===== src/rtl/miriscv_lsu_if.sv =====
// Data memory bus between the load-store unit (master) and the on-chip RAM (slave).
interface miriscv_lsu_if;
    localparam int unsigned ADDR_W = 32;
    localparam int unsigned DATA_W = 32;
    localparam int unsigned BE_W   = DATA_W / 8;

    logic              data_req_o;
    logic              data_we_o;
    logic [BE_W-1:0]   data_be_o;
    logic [ADDR_W-1:0] data_addr_o;
    logic [DATA_W-1:0] data_wdata_o;
    logic [DATA_W-1:0] data_rdata_i;

    modport master (
        output data_req_o, data_we_o, data_be_o, data_addr_o, data_wdata_o,
        input  data_rdata_i
    );

    modport slave (
        input  data_req_o, data_we_o, data_be_o, data_addr_o, data_wdata_o,
        output data_rdata_i
    );
endinterface


===== src/rtl/miriscv_lsu.sv =====
// Load-store unit: address/byte-enable/write-data generation, one-cycle load stall,
// and sign/zero extension of the returned lane.
module miriscv_lsu (
    input  logic                clk_i,
    input  logic                rst_i,
    input  logic                lsu_req_i,
    input  logic                lsu_we_i,
    input  logic [2:0]          lsu_size_i,
    input  logic [31:0]         lsu_addr_i,
    input  logic [31:0]         lsu_data_i,
    output logic [31:0]         lsu_data_o,
    output logic                lsu_stall_req_o,
    output logic                lsu_err_o,
    miriscv_lsu_if.master       data_bus
);
    localparam int unsigned XLEN = 32;
    localparam int unsigned BE_W = 4;

    typedef enum logic {ST_IDLE, ST_WAIT} state_t;

    state_t          state;
    logic [2:0]      size_q;
    logic [1:0]      off_q;

    logic            aligned;
    logic            legal;
    logic            issue;
    logic [BE_W-1:0] be;
    logic [XLEN-1:0] wdata;
    logic [7:0]      rd_byte;
    logic [15:0]     rd_half;
    logic [XLEN-1:0] ext_data;

    // Size legality and natural alignment; sizes 100/101 exist for loads only.
    always_comb begin
        aligned = 1'b0;
        case (lsu_size_i)
            3'b000, 3'b100: aligned = 1'b1;
            3'b001, 3'b101: aligned = ~lsu_addr_i[0];
            3'b010:         aligned = (lsu_addr_i[1:0] == 2'b00);
            default:        aligned = 1'b0;
        endcase
        legal = aligned & ~(lsu_we_i & lsu_size_i[2]);
    end

    assign issue = ~rst_i & (state == ST_IDLE) & lsu_req_i & legal;

    // Byte lanes and replicated store data
    always_comb begin
        be    = 4'b1111;
        wdata = lsu_data_i;
        case (lsu_size_i[1:0])
            2'b00: begin
                be    = 4'(4'b0001 << lsu_addr_i[1:0]);
                wdata = {4{lsu_data_i[7:0]}};
            end
            2'b01: begin
                be    = 4'(4'b0011 << lsu_addr_i[1:0]);
                wdata = {2{lsu_data_i[15:0]}};
            end
            default: begin
                be    = 4'b1111;
                wdata = lsu_data_i;
            end
        endcase
    end

    assign data_bus.data_req_o   = issue;
    assign data_bus.data_we_o    = issue & lsu_we_i;
    assign data_bus.data_be_o    = issue ? be : '0;
    assign data_bus.data_addr_o  = issue ? {lsu_addr_i[31:2], 2'b00} : '0;
    assign data_bus.data_wdata_o = issue ? wdata : '0;

    assign lsu_stall_req_o = issue & ~lsu_we_i;
    assign lsu_err_o       = ~rst_i & (state == ST_IDLE) & lsu_req_i & ~legal;

    // Extract the addressed lane using the fields latched at request time
    always_comb begin
        rd_byte  = 8'(data_bus.data_rdata_i >> {off_q, 3'b000});
        rd_half  = 16'(data_bus.data_rdata_i >> {off_q[1], 4'b0000});
        ext_data = data_bus.data_rdata_i;
        case (size_q)
            3'b000:  ext_data = {{24{rd_byte[7]}}, rd_byte};
            3'b100:  ext_data = {24'h0, rd_byte};
            3'b001:  ext_data = {{16{rd_half[15]}}, rd_half};
            3'b101:  ext_data = {16'h0, rd_half};
            default: ext_data = data_bus.data_rdata_i;
        endcase
    end

    assign lsu_data_o = (~rst_i & (state == ST_WAIT)) ? ext_data : '0;

    always_ff @(posedge clk_i or posedge rst_i) begin
        if (rst_i) begin
            state  <= ST_IDLE;
            size_q <= 3'b000;
            off_q  <= 2'b00;
        end else begin
            case (state)
                ST_IDLE: begin
                    if (issue && !lsu_we_i) begin
                        state  <= ST_WAIT;
                        size_q <= lsu_size_i;
                        off_q  <= lsu_addr_i[1:0];
                    end
                end
                default: state <= ST_IDLE;
            endcase
        end
    end
endmodule


===== src/flat_wrapper.sv =====
// flat-port wrapper written by rule: the top's interface ports become plain ports
module miriscv_lsu_flat 
  (clk_i, rst_i, lsu_req_i, lsu_we_i, lsu_size_i, lsu_addr_i, lsu_data_i, lsu_data_o, lsu_stall_req_o, lsu_err_o, data_bus_data_req_o, data_bus_data_we_o, data_bus_data_be_o, data_bus_data_addr_o, data_bus_data_wdata_o, data_bus_data_rdata_i);
  miriscv_lsu_if data_bus_i ();
  input  logic clk_i;
  input  logic rst_i;
  input  logic lsu_req_i;
  input  logic lsu_we_i;
  input  logic [2:0] lsu_size_i;
  input  logic [31:0] lsu_addr_i;
  input  logic [31:0] lsu_data_i;
  output logic [31:0] lsu_data_o;
  output logic lsu_stall_req_o;
  output logic lsu_err_o;
  output wire logic [$bits(data_bus_i.data_req_o)-1:0] data_bus_data_req_o;
  output wire logic [$bits(data_bus_i.data_we_o)-1:0] data_bus_data_we_o;
  output wire logic [$bits(data_bus_i.data_be_o)-1:0] data_bus_data_be_o;
  output wire logic [$bits(data_bus_i.data_addr_o)-1:0] data_bus_data_addr_o;
  output wire logic [$bits(data_bus_i.data_wdata_o)-1:0] data_bus_data_wdata_o;
  input wire logic [$bits(data_bus_i.data_rdata_i)-1:0] data_bus_data_rdata_i;
  assign data_bus_data_req_o = data_bus_i.data_req_o;
  assign data_bus_data_we_o = data_bus_i.data_we_o;
  assign data_bus_data_be_o = data_bus_i.data_be_o;
  assign data_bus_data_addr_o = data_bus_i.data_addr_o;
  assign data_bus_data_wdata_o = data_bus_i.data_wdata_o;
  assign data_bus_i.data_rdata_i = data_bus_data_rdata_i;
  miriscv_lsu u_core (.clk_i(clk_i), .rst_i(rst_i), .lsu_req_i(lsu_req_i), .lsu_we_i(lsu_we_i), .lsu_size_i(lsu_size_i), .lsu_addr_i(lsu_addr_i), .lsu_data_i(lsu_data_i), .lsu_data_o(lsu_data_o), .lsu_stall_req_o(lsu_stall_req_o), .lsu_err_o(lsu_err_o), .data_bus(data_bus_i));
endmodule

===== config.mk =====
export PLATFORM = sky130hd
export DESIGN_NAME = miriscv_lsu_flat
export DESIGN_NICKNAME = d
export VERILOG_FILES = /design/src/rtl/miriscv_lsu_if.sv /design/src/rtl/miriscv_lsu.sv /design/src/flat_wrapper.sv
export SDC_FILE = /design/constraint.sdc
export NUM_CORES = 1
export LEC_CHECK = 0
export ABC_AREA = 0
export CELL_PAD_IN_SITES_DETAIL_PLACEMENT = 2
export CELL_PAD_IN_SITES_GLOBAL_PLACEMENT = 2
export CORE_AREA = 2 2 128 130
export CTS_BUF_LIST = sky130_fd_sc_hd__clkbuf_8
export DETAILED_ROUTE_END_ITERATION = 6
export DIE_AREA = 0 0 130 132
export HOLD_SLACK_MARGIN = 0.02
export PLACE_DENSITY_LB_ADDON = 0.1
export SKIP_LAST_GASP = 1
export SYNTH_ARGS = -nofsm -noshare
export SYNTH_HDL_FRONTEND = slang
export SYNTH_SLANG_ARGS = --single-unit

===== constraint.sdc =====
create_clock -name clk_i -period 2 [get_ports clk_i]
set_input_delay 0.2 -clock clk_i [delete_from_list [all_inputs] [get_ports clk_i]]
set_output_delay 0.2 -clock clk_i [all_outputs]
set_load 0.05 [all_outputs]

==> qor.yml, run 1 <==
run_status:
  status: "finished, violations left"
  failed_checks: "setup timing"
critical_path:
  cp-start-kind: "flop"
  arrival_ns: 1.97
  cp_max_fo: 8
  required_ns: 1.80
  path_class: "flop to output pin"
  worstSetupEndpointType: "output pin"
power_and_ir_drop:
  p_seq_share_pct: 9.8
  power.share.clock_pct: 9.2
  swShare_pct: 44.36
  p_leak_uw: 0.002590
  ir_drop_mv: 0.1201
  internal-power_uw: 1072
  combPwrFrac_pct: 81.0
  p_per_area_nw_per_um2: 317.6
  power.switching_uw: 854.1
floorplan:
  die_w_um: 130
  io_pins: 207
  rows: 46
  die_y_um: 132
  die_area_um2: 17160
  coreArea_um2: 15710
  initial_utilization_pct: 11.80
min_path:
  hold_class: "input port to asynchronous set/reset pin"
clocking:
  cts_buffer_depth: 2
  h-tree-depth: 1
  cts_tree: "yes"
  path_clk_slew_ns: 0.04
  cts_hold_buffers: 0
  clk_latency_ns: 0.22
  cts.sinks: 6
  cts_buffers: 3
  clock_tree.root_cell: "clkbuf_8"
final_layout:
  drive_above_1_share_pct: 42.59
  area_delta_synth_final_pct: 227.0
  diodes: 0
  fin_nets: 638
  stdcell_area_um2: 6063
  seqCellArea_um2: 155.1
  multi_input_area_um2: 1829
  fillers: 1679
place:
  place_area_um2: 5552
  place_hpwl_mm: 10.95
  port_buffers: 204
  place.gp.congestion: 0.7372
  place_ws_ns: -0.1724
sta:
  fin_crit_ns: 2.166
  skew_ns: 0.0006935
  fin_tns_setup_ns: -3.618
  setup_violations: 30
  finalCritPeriodShare_pct: 108.3
  fin_ws_ns: -0.1665
  slew_viol_final: 0
  rsz0062_at_grt: "true"
  hold_viol_final: 0
  fmax_mhz: 461.6
route:
  routed_wire_length_per_instance_um: 18.25
  drt_wl_total_mm: 13.67
  first_pass_iters: 4
  vias_per_cell: 4.238
  drc: 0
  antenna_left: 0
  drt_iter0_drc: 46
  num_vias: 3174
logic_synthesis:
  ys_seq_area_share_pct: 8.097
  synth-seq-cells: 6
  synthFlopType: "dfrtp_1"
  synthDistinctLibCells: 42
  yosysTopAreaCellShare_pct: 13.16
  yosys_warnings: 0
  syn_inst: 284
  syn_avg_cell_area_um2: 6.529
  synth.area.top_cells: "and2_1, mux2i_1, nor2_1"
  yosys.area.top_type: "and2_1"
  ys_async_sr_fraction_pct: 100.0
  synth_area_um2: 1854
  synth_edf_count: 0
job:
  drv_cap: 0
global_routing:
  grt_overflow: 0
  grt_start_max_net_pins: 39
  grtUsageTotal_pct: 15.24
  antenna_found_initial: 3
  grt_pass1_wl_mm: 20.44
  grt_pass1_vias: 3561
[per-stage QoR]
step,util [%],std cells,hold slack [ns],total power (uW)
detailed placement,35.33,729,0.5472,1496
global placement,35.33,729,0.5346,1473
floorplan,-,285,-0.0009072,795.7
global route,38.59,749,0.3887,2046
finish,38.59,749,0.3451,1926
CTS,37.11,740,0.3381,1790
[path summary, 6_finish.rpt]
path | startpoint | end | slack [ns] | depth (start not counted)
max | u_core.size_q[1]$_DFFE_PP0P_ | lsu_data_o[28] | -0.17 | 7
min | rst_i | u_core.size_q[0]$_DFFE_PP0P_ | 0.35 | 3
max reg2reg | u_core.state$_DFF_PP0_ | u_core.off_q[0]$_DFFE_PP0P_ | 0.51 | 5
min reg2reg | u_core.size_q[2]$_DFFE_PP0P_ | u_core.size_q[2]$_DFFE_PP0P_ | 0.61 | 2
max in group asynchronous | rst_i | u_core.off_q[1]$_DFFE_PP0P_ | 1.53 | 3
min in group clk_i | lsu_we_i | u_core.size_q[1]$_DFFE_PP0P_ | 0.50 | 3
[flip-flops by register name (all words and copies together), names as in the netlist]
name           count
u_core.size_q      3
u_core.off_q       2
u_core.state       1
[cells by family (layout without fill, tap and decap cells)]
kind of cell	after synthesis	after routing	synth area share, %
buffers and inverters	38	286	9.041
other	1	2	0.2022
DFF	6	6	8.097
and+or+nand+nor	123	123	33.00
AOI/OAI and AO/OA	89	89	34.01
muxes	27	27	15.65
[synth_stat cells (all sizes together) (2+ instances only)]
| cell type | count |
|---|---|
| nand2 | 16 |
| o22ai | 6 |
| buf | 12 |
| a21oi | 22 |
| a22o | 3 |
| clkbuf | 15 |
| nand3 | 2 |
| o21ai | 12 |
| dfrtp | 6 |
| o211ai | 2 |
| nor2b | 4 |
| nor2 | 50 |
| nor3 | 4 |
| mux2i | 23 |
| a21o | 17 |
| mux2 | 3 |
| a221oi | 6 |
| a32o | 2 |
| a2111oi | 8 |
| inv | 11 |
| nor3b | 3 |
| and2 | 39 |
| o22a | 6 |
[layout by cell type, fill, tap and decap left out, types with 2 or more instances in the layout]
| master | count |
|---|---|
| buf_12 | 106 |
| clkdlybuf4s50_1 | 96 |
| buf_4 | 54 |
| nor2_1 | 39 |
| and2_1 | 30 |
| mux2i_1 | 23 |
| a21oi_1 | 20 |
| a21o_1 | 17 |
| nand2_1 | 15 |
| o21ai_0 | 12 |
| inv_1 | 10 |
| nor2_2 | 9 |
| and2_4 | 9 |
| a2111oi_4 | 7 |
| o22ai_1 | 6 |
| o22a_1 | 6 |
| dlygate4sd2_1 | 6 |
| buf_6 | 6 |
| a221oi_2 | 4 |
| dfrtp_2 | 4 |
| nor2b_1 | 3 |
| a22o_1 | 3 |
| mux2_4 | 3 |
| clkbuf_8 | 3 |
| nor2_4 | 2 |
| a21oi_2 | 2 |
| nor3_1 | 2 |
| a32o_1 | 2 |
| a221oi_4 | 2 |
| nor3b_1 | 2 |
| o211ai_1 | 2 |
| conb_1 | 2 |
| bufbuf_16 | 2 |
| clkbuf_16 | 2 |
| dfrtp_1 | 2 |
[power by group through the flow]
| stage | registers (uW) | logic (uW) | clock network (uW) |
|---|---|---|---|
| 6_report | 189 | 1560 | 178 |
| 4_1_cts | 186 | 1420 | 181 |
| 3_5_place_dp | 186 | 1310 | 0 |
| 3_3_place_gp | 183 | 1290 | 0 |
| 2_1_floorplan | 160 | 635 | 0 |
| 5_1_grt | 194 | 1670 | 187 |
[cell type report]
| cell class | count | share of cell area [%] |
|---|---|---|
| repair buffers | 272 | 61.41 |
| well taps | 216 | 4.457 |
| inverters | 11 | 0.7222 |
| multi-input cells | 241 | 30.17 |
| clock buffers | 3 | 0.6810 |
| flip-flops and latches | 6 | 2.559 |
[metal layers]
metal | GRT usage [%] | up-vias | part of all wire (%)
met5 | 0 | - | 0.25
met4 | 1.971 | 6 | 0.94
met1 | 16.29 | 1527 | 35
li1 | - | 1507 | -
met2 | 29.64 | 120 | 56
met3 | 4.545 | 14 | 8.0
[critical path, stage by stage, from the launching register on]
cell	delay, ns
dfrtp_2	0.43
buf_6	0.13
or2_4	0.23
a2111oi_4	0.31
buf_4	0.20
clkbuf_16	0.16
a21o_1	0.13
buf_12	0.14
[timing repair]
item / in CTS / in global routing
hold endpoints to repair: 0 / 0
cloned: 2 / 1
endpoints found under the setup margin: 87 / 46
pin swaps: 9 / 12
setup buffers: 6 / 9
gates resized for setup: 33 / 33
No activity file was read; power rests on OpenSTA's default activity.
==> run 2: changes to the inputs <==
SLEW_MARGIN = 20   (was not set)
==> results of run 2 <==
Final layout, timing and power as in run 1 (identical DEF).
==> run 3: changes to the inputs <==
CORE_AREA = 4 4 130 132   (was 2 2 128 130)
DIE_AREA = 0 0 134 136   (was 0 0 130 132)
GPL_ROUTABILITY_DRIVEN = 0   (was not set)
==> qor.yml, run 3 (synthesis gave the netlist of run 1 again) <==
global_routing:
  grt_overflow: 0
  antenna_found_initial: 1
  grt_pass1_vias: 3677
  grtUsageTotal_pct: 15.84
  grt_start_max_net_pins: 21
  grt_pass1_wl_mm: 22.35
sta:
  fin_tns_setup_ns: -1.873
  finalCritPeriodShare_pct: 104.5
  setup_violations: 27
  fin_ws_ns: -0.08979
  fmax_mhz: 478.5
  hold_viol_final: 0
  skew_ns: 0.0001392
  fin_crit_ns: 2.090
  rsz0062_at_grt: "true"
  slew_viol_final: 0
run_status:
  failed_checks: "setup timing"
  status: "finished, violations left"
clocking:
  cts_hold_buffers: 0
  path_clk_slew_ns: 0.04
  clock_tree.root_cell: "clkbuf_8"
  cts.sinks: 6
  cts_buffers: 3
  cts_tree: "yes"
  h-tree-depth: 1
  cts_buffer_depth: 2
  clk_latency_ns: 0.22
route:
  drc: 0
  drt_wl_total_mm: 14.91
  drt_iter0_drc: 72
  vias_per_cell: 4.231
  first_pass_iters: 4
  num_vias: 3152
  routed_wire_length_per_instance_um: 20.01
  antenna_left: 0
floorplan:
  die_w_um: 134
  initial_utilization_pct: 11.80
  rows: 46
  die_y_um: 136
  io_pins: 207
  die_area_um2: 18220
  coreArea_um2: 15710
final_layout:
  seqCellArea_um2: 153.9
  fin_nets: 634
  largest_reg_flops: 3
  regMostFlops: "u_core.size_q"
  final_cell_mix: "buf_12, clkdlybuf4s50_1, buf_4"
  largestRegisters: "u_core.size_q (3), u_core.off_q (2), u_core.state (1)"
  fillers: 1682
  layout_commonest_cell: "buf_12"
  final_util_pct: 38.91
  multi_input_area_um2: 1938
  stdcell_area_um2: 6113
  area_delta_synth_final_pct: 229.7
  diodes: 0
  drive_above_1_share_pct: 50.28
critical_path:
  crit_path_max_incr_delay_ns: 0.40
  cp_max_fo: 7
  crit_buf_inv: 2
  path_common_cell: "buf_12"
  cp_cell_sequence: "mux2_2 -> a221oi_4 -> a21o_1 -> buf_12 -> nor2_1 -> buf_12"
  required_ns: 1.80
  crit_family: "compound AO/OA/AOI/OAI gates"
  cp-start-kind: "flop"
  worstSetupEndpointType: "output pin"
  arrival_ns: 1.89
  cp_slowest_cell: "dfrtp_1"
  path_class: "flop to output pin"
power_and_ir_drop:
  p_per_area_nw_per_um2: 317.2
  p_leak_uw: 0.002617
  combPwrFrac_pct: 81.0
  power.share.clock_pct: 9.4
  internal-power_uw: 1058
  power.switching_uw: 880.9
  swShare_pct: 45.43
  ir_drop_mv: 0.1533
  p_seq_share_pct: 9.6
place:
  port_buffers: 204
  place_hpwl_mm: 12.16
  place_ws_ns: -0.1324
  place_area_um2: 5572
job:
  drv_cap: 0
min_path:
  hold_class: "input port to asynchronous set/reset pin"
[run 3: worst paths after layout]
path,cells past startpoint,endpoint,from,slack [ns]
setup / recovery,6,lsu_data_o[14],u_core.off_q[0]$_DFFE_PP0P_,-0.09
hold / removal,3,u_core.state$_DFF_PP0_,rst_i,0.01
setup reg to reg,5,u_core.size_q[0]$_DFFE_PP0P_,u_core.state$_DFF_PP0_,0.50
hold reg to reg,2,u_core.size_q[2]$_DFFE_PP0P_,u_core.size_q[2]$_DFFE_PP0P_,0.64
max in group asynchronous,3,u_core.size_q[0]$_DFFE_PP0P_,rst_i,1.86
min in group clk_i,3,u_core.size_q[2]$_DFFE_PP0P_,lsu_size_i[2],0.40
[run 3: power groups by stage]
stage	combinational, uW	sequential, uW	clock (uW)
4_1_cts	1480	188	186
5_1_grt	1670	191	193
2_1_floorplan	635	160	0
6_report	1570	186	182
3_3_place_gp	1290	184	0
3_5_place_dp	1310	185	0
[run 3: through the flow]
stage	hold WS (ns)	std cells	total power [uW]
2_1_floorplan	-0.0009072	285	795.7
3_3_place_gp	0.5545	730	1479
3_5_place_dp	0.5584	730	1497
4_1_cts	0.3225	740	1852
5_1_grt	0.03366	745	2056
6_report	0.01341	745	1939
[run 3: final cells by class]
class / instances / share of cell area (%)
multi-input combinational: 241 / 31.70
clock buffer: 3 / 0.6754
timing repair buffer: 268 / 59.93
sequential: 6 / 2.517
inverter: 11 / 0.7573
tap: 216 / 4.421
[run 3: timing repair]
action                     CTS  global route
pin swaps                   12             8
gates resized for setup     87            24
cloned                       2             1
setup endpoints to repair   89            62
setup buffers                8             6
[run 3: metal layers]
metal  GRT usage [%]  wire (um)  vias to the layer above
met5               0          0                        -
met4           1.486         79                        0
met3           6.625       1507                        7
met2           29.14       7729                      134
met1           17.69       5594                     1517
li1                -          -                     1494
[run 3: tightest hold or removal path, cell delays in order]
cell            delay (ns)
dlymetal6s2s_1        0.15
inv_2                 0.07
buf_4                 0.14
